<file path="config.mk">
export PLATFORM = sky130hd
export DESIGN_NAME = uart_tx_arbiter
export DESIGN_NICKNAME = d
export VERILOG_FILES = /design/src/rtl/uart_tx_arbiter.sv
export SDC_FILE = /design/constraint.sdc
export NUM_CORES = 1
export LEC_CHECK = 0
export ABC_CLOCK_PERIOD_IN_PS = 3350
export BUFFER_PORTS_ARGS = -buffer_cell sky130_fd_sc_hd__buf_2
export CORE_MARGIN = 2
export CORE_UTILIZATION = 41
export CTS_CLUSTER_SIZE = 10
export DETAILED_ROUTE_END_ITERATION = 10
export PLACE_DENSITY = 0.61
export SLEW_MARGIN = 30
export SYNTH_ARGS = -nofsm -noshare
export SYNTH_HDL_FRONTEND = slang
export SYNTH_SLANG_ARGS = --single-unit
</file>
<file path="constraint.sdc">
create_clock -name clk_in -period 3.35 [get_ports clk_in]
set_clock_uncertainty 0.05 [all_clocks]
set_input_delay 0.5025 -clock clk_in [delete_from_list [all_inputs] [get_ports clk_in]]
set_output_delay 0.5025 -clock clk_in [all_outputs]
set_load 0.01 [all_outputs]
</file>
<file path="src/rtl/uart_tx_arbiter.sv">
// uart_tx_arbiter: round-robin arbiter feeding one 8N1-style serial transmitter.
// Requesters offer bytes with a valid/ready handshake. The arbiter grants one of
// them only while the line is idle, and the transmitter then shifts the latched
// byte out LSB first between a low start bit and a high stop bit.
`timescale 1ns/1ps

module uart_tx_arbiter #(
  parameter int DIVISOR    = 10000,
  parameter int DATA_WIDTH = 8,
  parameter int NUM_REQ    = 4
) (
  input  logic                          clk_in,
  input  logic                          rst_in,
  input  logic [NUM_REQ-1:0]            req_valid,
  input  logic [NUM_REQ*DATA_WIDTH-1:0] req_data,
  output logic [NUM_REQ-1:0]            req_ready,
  output logic                          data_out,
  output logic                          busy,
  output logic [$clog2(NUM_REQ)-1:0]    grant_id,
  output logic                          frame_done
);

  localparam int GW = $clog2(NUM_REQ);
  localparam int CW = (DIVISOR > 1) ? $clog2(DIVISOR) : 1;
  localparam int BW = (DATA_WIDTH > 1) ? $clog2(DATA_WIDTH) : 1;

  localparam logic [CW-1:0] CNT_MAX   = CW'(DIVISOR - 1);
  localparam logic [BW-1:0] BIT_MAX   = BW'(DATA_WIDTH - 1);
  localparam logic [GW-1:0] LAST_INIT = GW'(NUM_REQ - 1);

  typedef enum logic [1:0] {
    S_IDLE  = 2'd0,
    S_START = 2'd1,
    S_SEND  = 2'd2,
    S_STOP  = 2'd3
  } state_t;

  state_t                  state, state_next;
  logic [CW-1:0]           cnt, cnt_next;
  logic [BW-1:0]           bit_idx, bit_next;
  logic [DATA_WIDTH-1:0]   shreg, shreg_next;
  logic                    data_next;
  logic [GW-1:0]           grant_next;
  logic [GW-1:0]           last_grant, last_next;
  logic                    done_next;

  logic                    found;
  logic [GW-1:0]           winner;
  logic [GW-1:0]           cand_idx;
  int                      cand;
  logic                    transfer;

  logic [DATA_WIDTH-1:0]   req_bytes [NUM_REQ];

  for (genvar i = 0; i < NUM_REQ; i++) begin : g_unpack
    assign req_bytes[i] = req_data[i*DATA_WIDTH +: DATA_WIDTH];
  end

  // Round-robin search: first valid requester starting just after the last winner.
  always_comb begin
    found    = 1'b0;
    winner   = '0;
    cand     = 0;
    cand_idx = '0;
    for (int k = 1; k <= NUM_REQ; k++) begin
      cand = int'(last_grant) + k;
      if (cand >= NUM_REQ) begin
        cand = cand - NUM_REQ;
      end
      cand_idx = GW'(cand);
      if (!found && req_valid[cand_idx]) begin
        found  = 1'b1;
        winner = cand_idx;
      end
    end
  end

  // Ready is offered only on idle cycles and is held low while reset is asserted.
  always_comb begin
    req_ready = '0;
    if (found && (state == S_IDLE) && !rst_in) begin
      req_ready[winner] = 1'b1;
    end
  end

  assign transfer = |(req_valid & req_ready);
  assign busy     = (state != S_IDLE);

  // Next-state and datapath decode for the start/data/stop bit sequence.
  always_comb begin
    state_next = state;
    cnt_next   = cnt;
    bit_next   = bit_idx;
    shreg_next = shreg;
    data_next  = data_out;
    grant_next = grant_id;
    last_next  = last_grant;
    done_next  = 1'b0;
    case (state)
      S_IDLE: begin
        cnt_next  = '0;
        bit_next  = '0;
        data_next = 1'b1;
        if (transfer) begin
          state_next = S_START;
          shreg_next = req_bytes[winner];
          grant_next = winner;
          last_next  = winner;
          data_next  = 1'b0;
        end
      end
      S_START: begin
        if (cnt == CNT_MAX) begin
          cnt_next   = '0;
          bit_next   = '0;
          state_next = S_SEND;
          data_next  = shreg[0];
        end else begin
          cnt_next = cnt + 1'b1;
        end
      end
      S_SEND: begin
        if (cnt == CNT_MAX) begin
          cnt_next = '0;
          if (bit_idx == BIT_MAX) begin
            state_next = S_STOP;
            data_next  = 1'b1;
          end else begin
            bit_next   = bit_idx + 1'b1;
            shreg_next = shreg >> 1;
            data_next  = shreg[1];
          end
        end else begin
          cnt_next = cnt + 1'b1;
        end
      end
      S_STOP: begin
        if (cnt == CNT_MAX) begin
          cnt_next   = '0;
          state_next = S_IDLE;
          data_next  = 1'b1;
          done_next  = 1'b1;
        end else begin
          cnt_next = cnt + 1'b1;
        end
      end
      default: begin
        state_next = S_IDLE;
        cnt_next   = '0;
        bit_next   = '0;
        data_next  = 1'b1;
      end
    endcase
  end

  // State register; reset parks the machine idle immediately.
  always_ff @(posedge clk_in or posedge rst_in) begin
    if (rst_in) begin
      state <= S_IDLE;
    end else begin
      state <= state_next;
    end
  end

  // Datapath registers; reset drops any byte in flight and drives the line high.
  always_ff @(posedge clk_in or posedge rst_in) begin
    if (rst_in) begin
      cnt        <= '0;
      bit_idx    <= '0;
      shreg      <= '0;
      data_out   <= 1'b1;
      grant_id   <= '0;
      last_grant <= LAST_INIT;
      frame_done <= 1'b0;
    end else begin
      cnt        <= cnt_next;
      bit_idx    <= bit_next;
      shreg      <= shreg_next;
      data_out   <= data_next;
      grant_id   <= grant_next;
      last_grant <= last_next;
      frame_done <= done_next;
    end
  end

endmodule

</file>
==> qor.csv <==
stage,metric,value,unit
global_routing,vias in the first global route,1815,
yosys,Synth Area in Compound Gates,0.151,
power_and_ir_drop,Seq pwr share,0.330,
drt,DR WL met2,2.25,mm
yosys,distinct cell type count after synthesis,48,
yosys,Synth Flop Type,dfrtp_1,
drt,Initial DRC Count,102,
cells_and_area,multi-input logic area,1300,um^2
drt,Routed WL,5.06,mm
critical_path,element type at the critical path end,output pin,
drt,Post-DRT Antenna Nets,0,
placed_design,"worst slack, placed",927,ps
placed_design,placed inst area,2570,um^2
placed_design,port buffer count,46,
yosys,Synth area leaders,"dfrtp_1, mux2i_1, a2111oi_0",
yosys,Mapped Cells,255,
clock_network,clock latency on the worst-skew pair,280,ps
power_and_ir_drop,net switching power,0.722,mW
critical_path,Setup CP Type,flop to output pin,
power_and_ir_drop,Internal Power,1.06,mW
yosys,"area leader, netlist",dfrtp_1,
min_path,worst min path class,input port to asynchronous set/reset pin,
yosys,Simple-Gate Fraction of Synth Area,0.240,
yosys,"EDFF count, synth",0,
global_routing,initial antenna violation count,0,
critical_path,RR Endpoint,state[1],
drt,routed wire length per instance,13.6,um
placed_design,hpwl dp,3.75,mm
critical_path,reg2reg start,state[0],
cells_and_area,fillers,546,
yosys,yosys warns,0,
critical_path,Worst R2R Setup Slack,1210,ps
yosys,mux share of post-synthesis cell area,0.0843,
clock_network,Num CTS Buffers,5,
power_and_ir_drop,Max VDD drop,0.330,mV
floorplanning,# rows,27,
yosys,async set or reset register ratio after synthesis,1.00,
cells_and_area,share of layout cells above drive strength 1,0.223,
clock_network,CTS tree,built,
timing,slew at the pin with the worst max-slew slack,602,ps
floorplanning,initial core utilization,0.420,
critical_path,CP Data Required Time,2800,ps
floorplanning,core region area,5440,um^2
yosys,list of most frequent post-synthesis cells,"dfrtp_1, nor2_1, inv_1, nand2_1, mux2i_1",
yosys,post-synth net total,301,
timing,setup ws final,874,ps
clock_network,hold buffers post-CTS,0,
global_routing,pin count of the biggest net entering global routing,41,
power_and_ir_drop,Comb power frac,0.452,
yosys,number of synthesized register bits,33,
clock_network,Clock Path Buffers,2,
global_routing,first-pass GRT wire length,8.80,mm
yosys,xor/xnor share of the synthesized area,0.0498,
yosys,top-count cell post-synth,dfrtp_1,
power_and_ir_drop,P per Cell Area,664,nW/um^2
drt,Max Used Layer,met4,
drt,vias,1974,
drt,M1 wire length,2.61,mm
timing,final setup violation count,0,
timing,Max-slew headroom,0.598,
floorplanning,Die W,78.7,um
drt,drt drc,0,
timing,fin crit period,2480,ps
yosys,post-synth top area share,0.328,
floorplanning,Ports,47,
clock_network,H-tree Lvls,2,
critical_path,CP Launch Type,flop,
drt,First-pass DRT Iterations,4,
floorplanning,die height,78.7,um
timing,hold_ws,314,ps
power_and_ir_drop,sw frac,0.405,
timing,fin. max-slew vios,0,
cells_and_area,fin nets,345,
timing,fmax,404,MHz
outcome,status,"finished, final reports clean",
yosys,sequential fraction of the synthesis area,0.363,
cells_and_area,"Design Area, Final",2690,um^2
clock_network,Post-CTS Setup Repair Bufs,0,
critical_path,r2r worst-path depth,7,
critical_path,CP arrival,1920,ps
cells_and_area,antenna diode count,0,
critical_path,Slowest cell on crit path,dfstp_2,
power_and_ir_drop,clock share of power,0.218,
yosys,"Avg Cell Area, Syn",8.96,um^2
clock_network,CTS Root Cell,clkbuf_8,
power_and_ir_drop,Leak,1.30,nW
floorplanning,DIE AREA,6190,um^2
placed_design,Final GP Congestion,0.798,
timing,Final Cycle Share,0.739,
drt,Vias per Instance,5.31,
critical_path,"Max FO, Critical Path",15,
drt,WL met3,154,um
yosys,cell area after synthesis,2290,um^2
clock_network,Clock Sinks,33,
global_routing,GR Util All Layers,0.176,
timing,setup TNS,0,ps
clock_network,CTS resizes,0,
timing,Final Hold Fails,0,
yosys,largest family of logic cells by synthesized area,simple AND/OR/NAND/NOR gates,
clock_network,clk slew on worst S/H paths,70,ps
critical_path,Crit path largest cell delay,600,ps
job,Max Cap Violations,0,
cells_and_area,Reg area,830,um^2
critical_path,crit-path cells,nand2_1 > o22a_1 > and2_1 > nor3b_1 > buf_2,
cells_and_area,area growth from synthesis to final layout,17.5,%
timing,RSZ-0062 raised after global routing,false,
global_routing,grt total ovfl,0,
yosys,Adder-Cell Fraction of Synth Area,0.0438,
[through the flow]
step           std cells  power, mW  utilization
2_1_floorplan        255       1.20            -
3_3_place_gp         364       1.39        0.473
3_5_place_dp         364       1.40        0.473
4_1_cts              372       1.80        0.494
5_1_grt              372       1.94        0.494
6_report             372       1.78        0.494
[worst max path at each step]
stage	from	end	slack, ps	cells past startpoint
6_report	last_grant[1]	req_ready[0]	870	5
2_1_floorplan	last_grant[1]	req_ready[0]	1120	6
3_5_place_dp	req_valid[1]	req_ready[3]	930	7
3_3_place_gp	req_valid[1]	req_ready[3]	1000	7
4_1_cts	last_grant[1]	req_ready[1]	870	5
5_1_grt	last_grant[1]	req_ready[3]	730	7
[worst max-delay path, delay by kind of cell, from the launching register on]
kind / cells / cell delay [ps]
buf+inv: 1 / 160
flops: 1 / 600
simple gates: 3 / 520
compound gates: 1 / 350
[routing by layer]
layer / global-route usage / up-vias
met5: 0 / -
met4: 0.0316 / 0
met3: 0.0425 / 6
met2: 0.262 / 31
met1: 0.261 / 925
li1: - / 1012
[power groups by stage]
| stage | sequential, mW | clock [mW] | combinational (mW) |
|---|---|---|---|
| after global routing | 0.606 | 0.422 | 0.916 |
| after detailed placement | 0.596 | 0 | 0.801 |
| after global placement | 0.593 | 0 | 0.794 |
| after floorplan | 0.575 | 0 | 0.626 |
| final | 0.588 | 0.389 | 0.806 |
| after CTS | 0.588 | 0.401 | 0.808 |
[cells by family (layout without fill, tap and decap cells)]
kind of cell	Yosys count	in the layout
AO/OA/AOI/OAI	47	47
XOR/XNOR	13	13
adder cells (fa/ha/maj)	8	8
buffers and inverters	36	81
flip-flops	33	33
multiplexers	19	19
AND/OR/NAND/NOR	99	99
[final cells by class]
class | count | share of cell area
multi-input combinational | 186 | 0.484
sequential | 33 | 0.309
timing repair buffer | 51 | 0.0997
tap | 72 | 0.0335
clock buffer | 7 | 0.0321
inverter | 22 | 0.0307
clock inverter | 1 | 0.0112
[state kept, by name (all words and copies together) (netlist names)]
register and cells:
grant_id 2, data_out 1, cnt 14, state 2, frame_done 1, bit_idx 3, last_grant 2, shreg 8
[placed cells by master, fill, tap and decap left out, types with 3 or more instances in the layout]
| cell type | instances |
|---|---|
| buf_2 | 46 |
| dfrtp_1 | 30 |
| nor2_1 | 24 |
| nand2_1 | 22 |
| inv_1 | 22 |
| mux2i_1 | 17 |
| nor4b_1 | 14 |
| a2111oi_0 | 14 |
| o21ai_0 | 10 |
| nand4_1 | 8 |
| ha_1 | 8 |
| xor2_1 | 7 |
| xnor2_1 | 6 |
| clkbuf_8 | 6 |
| a21oi_1 | 5 |
| and3_1 | 5 |
| nor3_1 | 5 |
| buf_4 | 5 |
| nand3_1 | 4 |
| nand2b_1 | 3 |
| dfstp_2 | 3 |
No activity file was read; power rests on OpenSTA's default activity.
